### src/rtl/bufg_gt_div_ctrl.sv
// ----------------------------------------------------------------------------
// bufg_gt_div_ctrl
//
// Sequences the CE, CLR and DIV inputs of the BUFG_GT clock-buffer model so a
// divide-ratio change never glitches the divided clock. A change first gates
// the clock (CE low), then holds the divider in clear while DIV is reloaded,
// waits for the buffer to settle, and finally re-enables the clock.
// The block runs on the same reference clock that feeds the buffer's I input.
//
// Ports:
//   clk_i        reference clock (same net as buffer I)
//   rst_i        synchronous reset, active-high
//   en_i         user clock enable, honoured only while running
//   req_valid_i  divide-change request valid
//   req_div_i    requested DIV code (ratio = code + 1)
//   req_ready_o  request taken on an edge where valid and ready are both high
//   ce_o         buffer CE
//   cemask_o     buffer CEMASK, tied low
//   clr_o        buffer CLR
//   clrmask_o    buffer CLRMASK, tied low
//   div_o        buffer DIV
//   locked_o     divided clock is stable at the current DIV
// ----------------------------------------------------------------------------
module bufg_gt_div_ctrl #(
    parameter int unsigned CE_HOLD  = 2,
    parameter int unsigned CLR_HOLD = 4,
    parameter int unsigned SETTLE   = 8,
    parameter logic [2:0]  DIV_INIT = 3'd0
) (
    input  logic       clk_i,
    input  logic       rst_i,
    input  logic       en_i,
    input  logic       req_valid_i,
    input  logic [2:0] req_div_i,
    output logic       req_ready_o,
    output logic       ce_o,
    output logic       cemask_o,
    output logic       clr_o,
    output logic       clrmask_o,
    output logic [2:0] div_o,
    output logic       locked_o
);

    typedef enum logic [1:0] {
        ST_RUN,
        ST_GATE,
        ST_CLEAR,
        ST_SETTLE
    } state_t;

    localparam logic [7:0] CE_LOAD     = 8'(CE_HOLD - 1);
    localparam logic [7:0] CLR_LOAD    = 8'(CLR_HOLD - 1);
    localparam logic [7:0] SETTLE_LOAD = 8'(SETTLE - 1);

    state_t     state_q, state_d;
    logic [7:0] cnt_q, cnt_d;
    logic [2:0] pending_q, pending_d;
    logic       rst_entry_q, rst_entry_d;
    logic       ce_q, ce_d;
    logic       clr_q, clr_d;
    logic [2:0] div_q, div_d;
    logic       locked_q, locked_d;
    logic       ready_q, ready_d;

    // Next-state logic. Each hold state loads its counter with HOLD-1 on
    // entry and leaves when the counter has reached zero, so it lasts exactly
    // HOLD cycles. Reset parks the FSM in CLEAR with a zero counter; the
    // rst_entry flag makes the first cycle after reset release act as the
    // CLEAR entry, so the post-reset clear lasts the full CLR_HOLD cycles.
    always_comb begin
        state_d     = state_q;
        cnt_d       = cnt_q;
        pending_d   = pending_q;
        rst_entry_d = rst_entry_q;
        case (state_q)
            ST_RUN: begin
                // A request for the ratio already in use is simply consumed.
                if (req_valid_i && ready_q && (req_div_i != div_q)) begin
                    pending_d = req_div_i;
                    state_d   = ST_GATE;
                    cnt_d     = CE_LOAD;
                end
            end
            ST_GATE: begin
                if (cnt_q == 8'd0) begin
                    state_d = ST_CLEAR;
                    cnt_d   = CLR_LOAD;
                end else begin
                    cnt_d = cnt_q - 8'd1;
                end
            end
            ST_CLEAR: begin
                if (rst_entry_q) begin
                    rst_entry_d = 1'b0;
                    cnt_d       = CLR_LOAD;
                end else if (cnt_q == 8'd0) begin
                    state_d = ST_SETTLE;
                    cnt_d   = SETTLE_LOAD;
                end else begin
                    cnt_d = cnt_q - 8'd1;
                end
            end
            ST_SETTLE: begin
                if (cnt_q == 8'd0) begin
                    state_d = ST_RUN;
                end else begin
                    cnt_d = cnt_q - 8'd1;
                end
            end
            default: begin
                state_d = ST_CLEAR;
                cnt_d   = CLR_LOAD;
            end
        endcase
    end

    // Output decode from the next state, so every buffer control is a flop
    // that changes on the same edge as the state. DIV is only reloaded while
    // the next state is CLEAR, which keeps DIV changes inside the CLR window.
    always_comb begin
        ce_d     = 1'b0;
        clr_d    = 1'b0;
        locked_d = 1'b0;
        ready_d  = 1'b0;
        div_d    = div_q;
        case (state_d)
            ST_RUN: begin
                ce_d     = en_i;
                locked_d = 1'b1;
                ready_d  = 1'b1;
            end
            ST_CLEAR: begin
                clr_d = 1'b1;
                div_d = pending_q;
            end
            default: ;
        endcase
    end

    // State and output registers with synchronous reset.
    always_ff @(posedge clk_i) begin
        if (rst_i) begin
            state_q     <= ST_CLEAR;
            cnt_q       <= 8'd0;
            pending_q   <= DIV_INIT;
            rst_entry_q <= 1'b1;
            ce_q        <= 1'b0;
            clr_q       <= 1'b1;
            div_q       <= DIV_INIT;
            locked_q    <= 1'b0;
            ready_q     <= 1'b0;
        end else begin
            state_q     <= state_d;
            cnt_q       <= cnt_d;
            pending_q   <= pending_d;
            rst_entry_q <= rst_entry_d;
            ce_q        <= ce_d;
            clr_q       <= clr_d;
            div_q       <= div_d;
            locked_q    <= locked_d;
            ready_q     <= ready_d;
        end
    end

    assign req_ready_o = ready_q;
    assign ce_o        = ce_q;
    assign cemask_o    = 1'b0;
    assign clr_o       = clr_q;
    assign clrmask_o   = 1'b0;
    assign div_o       = div_q;
    assign locked_o    = locked_q;

endmodule
### config.mk
export PLATFORM = sky130hd
export DESIGN_NAME = bufg_gt_div_ctrl
export DESIGN_NICKNAME = d
export VERILOG_FILES = /design/src/rtl/bufg_gt_div_ctrl.sv
export SDC_FILE = /design/constraint.sdc
export NUM_CORES = 1
export LEC_CHECK = 0
export ABC_AREA = 1
export ABC_CLOCK_PERIOD_IN_PS = 4000
export CAP_MARGIN = 5
export CORE_UTILIZATION = 45
export CTS_BUF_LIST = sky130_fd_sc_hd__clkbuf_16
export CTS_CLUSTER_SIZE = 12
export DETAILED_ROUTE_END_ITERATION = 8
export PLACE_DENSITY = 0.78
export SLEW_MARGIN = 0
export SYNTH_ARGS = -nofsm -noshare
export SYNTH_HDL_FRONTEND = slang
export SYNTH_SLANG_ARGS = --single-unit
### constraint.sdc
create_clock -name clk_i -period 4 [get_ports clk_i]
set_input_delay 0.8 -clock clk_i [delete_from_list [all_inputs] [get_ports clk_i]]
set_output_delay 0.8 -clock clk_i [all_outputs]
set_load 0.005 [all_outputs]
==> results of run 1 <==
## placed cells by master, fill, tap and decap left out, drive strengths merged, types with 2 or more instances in the layout
master,Yosys,routed
a21oi,9,9
clkbuf,1,3
clkdlybuf4s50,0,13
conb,1,2
dfxtp,20,20
ha,2,2
inv,23,23
nand2,49,49
nand3,7,7
nor2,25,25
nor3,2,2
o21ai,8,8
o21bai,3,3
## worst max-delay path by stage
stage | start | to | slack, ns | cells past startpoint
after floorplan | req_div_i[1] | cnt_q[3] | 2.36 | 12
after CTS | req_div_i[1] | div_o[0] | 1.94 | 10
after global routing | req_div_i[0] | div_o[0] | 1.78 | 9
after detailed placement | req_div_i[1] | div_o[1] | 1.68 | 10
after global placement | req_div_i[1] | div_o[2] | 1.71 | 10
final | req_div_i[1] | cnt_q[4] | 1.95 | 12
## layout make-up
class                           instances  area, um2  share of cell area (%)
Clock buffer                            3      75.07                   5.941
Inverter                               23      86.33                   6.832
Multi-Input combinational cell        110      536.8                   42.48
Sequential cell                        20      400.4                   31.68
Tap cell                               28      35.03                   2.772
Timing Repair Buffer                   13      130.1                   10.30
## registers in the layout (all words and copies together), names as in the netlist
name         flops
ce_o             1
clr_o            1
cnt_q            8
div_o            3
pending_q        3
req_ready_o      1
rst_entry_q      1
state_q          2
## cell usage after synthesis
master,n
nor2_8,1
buf_6,1
a21oi_2,1
dfxtp_1,20
nor2_4,1
nor2_1,21
nand3_2,2
nand2_1,45
a21oi_1,8
buf_4,3
conb_1,1
ha_1,2
clkbuf_4,1
nand3_1,5
nand4_1,1
o21ai_0,6
xor2_1,1
inv_1,22
nor3_1,2
nor2_2,2
inv_2,1
o21bai_1,3
o21ai_1,2
nand2_2,4
o22ai_1,1
## worst reg2reg max path, cell delays in order, from the launching register on
cell	delay [ns]
dfxtp_1	0.30
inv_1	0.11
ha_1	0.18
nand2_2	0.09
nor2_8	0.19
nand2_1	0.07
o21ai_1	0.12
nand3_1	0.11
nand2_1	0.17
inv_1	0.06
nand2_1	0.08
nor2_1	0.06
## logic make-up (layout without fill, tap and decap cells)
family / after synthesis / in the layout / synth area share [%]
simple gates: 84 / 84 / 35.61
flops: 20 / 20 / 37.74
compound gates: 21 / 21 / 11.09
xor+xnor: 1 / 1 / 0.8256
fa+ha+maj: 2 / 2 / 2.358
buf+inv: 28 / 39 / 12.03
other cells: 1 / 2 / 0.3534
## routing by layer
| metal | wire length [um] | track usage, % | vias up | share of wire (%) |
|---|---|---|---|---|
| met5 | 0 | 0 | - | 0 |
| met3 | 75 | 3.333 | 7 | 3.7 |
| met1 | 864 | 20.15 | 435 | 43 |
| met2 | 1024 | 32.22 | 28 | 51 |
| met4 | 42 | 7.407 | 0 | 2.1 |
| li1 | - | - | 506 | - |
## power by group
group / leakage [nW] / switching (W) / internal [W] / total (W)
combinational: 0.394 / 0.000301 / 0.000189 / 0.000490
clock: 0.0370 / 0.0000677 / 0.000132 / 0.000199
sequential: 0.163 / 0.0000483 / 0.000252 / 0.000301
## through the flow
stage | std cells | utilization (%)
floorplan | 158 | -
finish | 197 | 57.13
CTS | 197 | 57.13
global placement | 194 | 53.73
detailed placement | 194 | 53.73
global route | 197 | 57.13
==> results.txt, run 1 <==
The leakage power figure came out at slightly below 0.6 nW. The accumulated negative setup slack is 0 ns. The most common cell type on the critical path is nand2_1.

The post-CTS repair timing setup buffer count came out at 0. The detailed-placement wirelength estimate came out at around 1.5 mm. The required time of the critical path came out at between 4 and 5 ns. The slowest stage of the critical path is the clkdlybuf4s50_1 cell.

The flow ran to the end, and the final reports show no timing, DRC or antenna violations. In this run the count of I/O pins placed on the die edge is 16. STA classifies the critical path endpoint as a flop. The via total after detailed routing is 976.

Max-cap violations in this run came to 0. The number of global-route vias before repair is between 900 and 1000. The global routing usage summed across all routing layers came out at 17.79%. The initial DRC count is 17.

For this run the aggregate overflow at the end of global routing stands at 0. The worst register-to-register path ends at cnt_q[7]. The clock latency on the worst-skew pair came out at between 0.2 and 0.3 ns.

In the finished design, the share of the clock period the worst path needs comes to just over 50%. The height of the chip is 50.56 um. The biggest area contributor in the post-synthesis netlist is dfxtp_1.

The first global-routing pass estimated 3.505 mm of wire. The clock passes through at most 2 buffers. The count of cells resized by post-cts repair is 0. The worst hold margin came out at 0.4502 ns. The effective utilization at floorplan is 47.96%. STA puts the critical path data arrival time at 2.19 ns. Yosys attributes the largest share of cell area to dfxtp_1, nand2_1, inv_1. The clock tree from TritonCTS is yes. In this run the critical register-to-register path is launched from cnt_q[0]. The worst-case register-to-register setup slack came out at 2.36 ns. The initial antenna violation count is 0. The startpoint of the worst hold path is pending_q[2]. The largest incremental delay on the critical path came out at 0.50 ns. The mean cell area of the mapped netlist came out at 6.758 um2. The critical path is of the input port to flop type.

The maximum fanout along the worst path came out at 11. The pin count of the biggest net entering global routing came out at 13. The highest clock rate is 0.4869 GHz.

IR analysis of the VDD net gives a maximum drop of between 0.4 and 0.5 mV. The count of final setup violators came out at 0. The signal on the critical path passes through clkdlybuf4s50_1 > inv_1 > nand2_1 > nand2_1 > nand3_1 > nand2_1 > nand2_1 > nand2_2 > nor2_1 > nand2_1 > nand2_1 > nor2_1.

Synthesis produced a netlist whose cell count is 157. Counting flops and latches in the post-synthesis netlist gives 20. The sequential cell area fraction in the yosys report came out at 37.74%. The first TritonRoute pass finished after 4 iterations. The distinct cell type count of the synthesized netlist is 25. Setup repair after global routing left no endpoint under its margin.

The tree is rooted in a clkbuf_16. The worst-case reg-to-reg path depth is 11. The hold violation count in the final report is 0. Across the routed clock network, the largest skew measured is 0.002365 ns. The finished cells cover ~1300 um2. The floorplan step defined a die boundary enclosing 2556 um2. In this run the worst hold path is classified as flop to flop. The number of pins exceeding their max-slew limit in the final report was 0.

The destination of the worst hold path is pending_q[2]. The portion of synthesized cell area occupied by the leading cell type is 37.74%. The number of clock buffers inserted by TritonCTS is 3. Once detail routing completed, the nets flagged for antenna violations numbered 0. The worst setup path is launched from an input port. 0 antenna diodes ended up in the layout. CTS built an H-tree with a depth of 1.

The clock period minus final worst setup slack is 2.054 ns. The count of buffers added on input and output ports is 13. The number of stages on the worst hold path is 2. The area growth from synthesis to layout is 19.10%.

The last weighted congestion value of the routability-driven placer is 0.8463. The number of warnings printed during yosys synthesis is 0. The total design power came out at slightly below 0.001 W. The placed standard-cell area came out at 1189 um2.

The number of buffer and inverter instances along the worst setup path is 2. The total power density per cell area is 783.2 nW/um2. After floorplanning, the core was divided into 17 placement rows. The number of hold buffers added after CTS came out at 0. The count of unresolved DRC violations after routing is 0. The standard cell core area came out at 2212 um2.

The area of the mapped netlist came out at 1061 um2. The clock net in this run drives a total of 20 sinks. The proportion of layout cells with a drive suffix above 1 is 8.876%. Clock-pin slew was measured on the worst setup and hold paths at 0.05 ns. For this block, the routed nets add up to 2.005 mm of wire.

The number of fillers in the final layout is 202. The final routed wire length divided by cell count came out at 10.18 um. The smallest setup slack after layout is slightly below 2 ns. The net count of the finished layout is 180. The setup slack at placement is 1.683 ns.

The x dimension of the die came out at 50.56 um. The detailed-route vias per instance came out at just under 5. The kind of cell adding the most delay to the critical path is simple AND/OR/NAND/NOR gates.
(Power assumes the default switching activity.)
==> run 2, diff against run 1 <==
Settings changed: ABC_CLOCK_PERIOD_IN_PS 4000 to 1790, PLACE_DENSITY 0.78 to 0.81.
Clock period 4 ns to 1.79 ns, I/O delays scaled along.
==> results.txt, run 2 (synthesis results as in run 1) <==
Setup repair after global routing missed its margin: no (unchanged). The clock tree from TritonCTS is yes (unchanged). The register cell area after layout came to 400.4 um2 (unchanged). The die outline area came out at 2556 um2 (unchanged). The design internal power is 0.001435 W (was 0.0005732 W). The element type at the critical path end is a flop (unchanged). The clock latency on the worst-skew pair is 0.25 ns (about the same).

The net load switching power is 0.0009508 W (was 0.0004165 W). The number of flip-flops under the largest register name was 8 (unchanged). The wire length on met2 is 1.026 mm (was 1.024 mm). The proportion of power drawn by the clock network is 25.5% (was 20.1%).

The smallest setup slack after layout came out at 0.1952 ns (was 1.946 ns). The setup slack at placement is -0.01168 ns (was 1.683 ns). The number of H-tree branching levels came out at 1 (unchanged). The number of clock buffers inserted by TritonCTS is 3 (unchanged).

The total power density per cell area came to 1809 nW/um2 (was 783.2 nW/um2). The number of I/O port buffers came out at 13 (unchanged). The number of pins exceeding their max-slew limit in the final report came out at 0 (unchanged). The antenna diode instance count came to 0 (unchanged).

The proportion of layout cells with a drive suffix above 1 is 11.56% (was 8.876%). Status: finished clean (unchanged). The number of stages on the worst hold path is 2 (unchanged). The area taken by multi-input logic gates is 539.3 um2 (was 536.8 um2). The growth of design area from synthesis to finish came to 24.29% (was 19.10%). The most frequent standard cell in the layout excluding fill and tap cells is nand2_1 (unchanged). The number of global-route vias before repair is 874 (was 912). The met1 layer wirelength in the final routing is 929 um (was 864 um). The number of antenna-violating nets in the routed design is 0 (unchanged). The register bank with the most flops is cnt_q (unchanged).

The sort of element at the start of the critical path is an input port (unchanged). The count of nets after finishing is 183 (was 180). The wire length on met3 was 53 um (was 75 um). The number of max-cap violations came out at 0 (unchanged). The final critical-path share of the clock period is between 80% and 90%.

The final cell count without fillers is 201 (was 197). The count of unresolved DRC violations after routing is 0 (unchanged). The standard cell core area was 2212 um2 (unchanged). The total clock sinks is 20 (unchanged).

The destination of the worst hold path was pending_q[0] (was pending_q[2]). The sum of routed wire length over all layers is 2.024 mm (was 2.005 mm). The detailed-placement wirelength estimate came out at 1.498 mm (was 1.547 mm). The required time of the critical path is 1.94 ns (was 4.13 ns). The final routed wire length divided by cell count is 10.07 um (was 10.18 um).

The startpoint of the worst hold path was pending_q[0] (was pending_q[2]). The initial antenna violation count came out at 0 (unchanged). The leftover overflow at the end of global routing came out at 0 (unchanged). The post-CTS repair timing setup buffer count was 0 (unchanged). The proportion of total power due to net switching is 39.85% (was 42.08%). The post-CTS clock slew at the launch and capture registers of the worst setup and hold paths came out at 0.06 ns (was 0.05 ns).

The number of placed cells counting well taps came out at 197 (was 194). Most used cells in the layout excluding fill and tap cells: nand2_1, inv_1, nor2_1 (unchanged). The number of standard-cell rows in the floorplan came to 17 (unchanged). The maximum count of clock buffers along a single path was 2 (unchanged).

The worst-case register-to-register setup slack came out at 0.24 ns (was 2.36 ns). The global routing usage summed across all routing layers was 17.75% (was 17.79%). The first-pass iteration count of the detailed router came out at 4 (unchanged). The detailed-route vias per instance came out at 4.716 (was 4.954). The root buffer selected by CTS is clkbuf_16 (unchanged).

The part of the power in combinational logic is 46.3% (was 49.5%). The type of the worst setup path is input port to flop (unchanged). The worst voltage drop across the vdd grid came out at 1.152 mV (was 0.4655 mV). The I/O pin count is 16 (unchanged). The worst-case clock skew was 0.002715 ns (was 0.002365 ns). The global-route wire length before repair is 3.463 mm (was 3.505 mm). The worst endpoint data arrival time is 1.74 ns (was 2.19 ns).

The source of the worst register-to-register timing path is cnt_q[0] (unchanged). The clock period minus final worst setup slack came out at 1.595 ns. The portion of total power attributed to sequential cells came out at 28.2% (was 30.4%).

The maximum fanout along the worst path came to 11 (unchanged). The highest clock rate came out at 0.6270 GHz. The worst-case reg-to-reg path depth is 11 (unchanged).

The end of the worst register-to-register path is cnt_q[7] (unchanged). The hold violation count in the final report was 0 (unchanged). The pin count of the biggest net entering global routing was 13 (unchanged). The effective utilization at floorplan is 47.96% (unchanged).

The topmost layer with routed signal wires is met4 (unchanged). The number of fillers in the final layout is 197 (was 202). The path category of the worst min-delay check was flop to flop (unchanged). The leakage power figure was 0.6220 nW (was 0.5943 nW). The initial DRC count came out at 24 (was 17). The last weighted congestion value of the routability-driven placer was 0.7884 (was 0.8463).

The via total after detailed routing came out at 948 (was 976). The x dimension of the die came to 50.56 um (unchanged). The count of final setup violators came out at 0 (unchanged). The height of the chip came out at 50.56 um (unchanged).
## run 2: cell types whose count changed in the layout (fill, tap and decap cells not counted)
| cell | change |
|---|---|
| nand2_2 | +1 |
| buf_4 | +3 |
| nand2_1 | -1 |
| bufinv_16 | +1 |
## run 2: repair_timing
action,4_1_cts,5_1_grt
gates resized for setup,0,1
hold buffers,0,0
setup endpoints to repair,0,1
## run 2: critical path: stages
cell             delay, ns
clkdlybuf4s50_1       0.50
inv_1                 0.05
nand2_1               0.05
nand2_1               0.05
nand3_1               0.09
nand2_1               0.05
nand2_1               0.10
nand2_2               0.14
nor2_1                0.15
nand2_1               0.09
nand2_1               0.08
nor2_1                0.04
## run 2: through the flow
stage	hold WS [ns]	total power [W]	util [%]	TNS, ns	instance area [um2]
after global placement	0.4363	0.001722	54.75	0	1211
after floorplan	0.4234	0.001552	-	0	1065
after detailed placement	0.4404	0.001758	54.75	-0.01597	1211
after global routing	0.4674	0.002595	59.62	0	1319
after CTS	0.4493	0.002389	59.50	0	1316
final	0.4446	0.002386	59.62	0	1319
## run 2: routing by layer
layer | vias up | global-route usage (%)
met5 | - | 0
met4 | 0 | 6.019
met3 | 4 | 3.030
met2 | 17 | 33.11
met1 | 416 | 20.04
li1 | 511 | -
## run 2: worst max-delay path by stage
stage,startpoint,endpoint,depth (start not counted)
2_1_floorplan,cnt_q[0],cnt_q[7],11
3_3_place_gp,req_div_i[2],cnt_q[0],10
3_5_place_dp,req_div_i[1],cnt_q[0],10
4_1_cts,cnt_q[0],cnt_q[7],11
5_1_grt,cnt_q[0],div_o[2],9
6_report,req_div_i[1],cnt_q[3],12
## run 2: layout make-up
type,count,area share [%]
Timing Repair Buffer,16,11.57
Inverter,23,6.547
Clock inverter,1,2.277
Sequential cell,20,30.36
Tap cell,28,2.657
Multi-Input combinational cell,110,40.89
Clock buffer,3,5.693
## run 2: power by group through the flow
stage | clock (W) | sequential [W] | combinational [W]
finish | 0.000607 | 0.000673 | 0.00111
global route | 0.000626 | 0.000686 | 0.00128
CTS | 0.000611 | 0.000671 | 0.00111
detailed placement | 0 | 0.000677 | 0.00108
global placement | 0 | 0.000674 | 0.00105
floorplan | 0 | 0.000660 | 0.000892
==> run 3, diff against run 2 <==
Settings changed: HOLD_SLACK_MARGIN from default to 0.15, MAX_ROUTING_LAYER from default to met4.
==> results of run 3 <==
No change in the layout: final DEF, timing and power equal those of run 2.
Main changes from that run: final weighted congestion in routability-driven placement 0.7884 -> 0.7994; overall routing resource usage 17.75% -> 18.24%; met1 usage 20.04% -> 20.22%; met3 usage 3.030% -> 2.727%
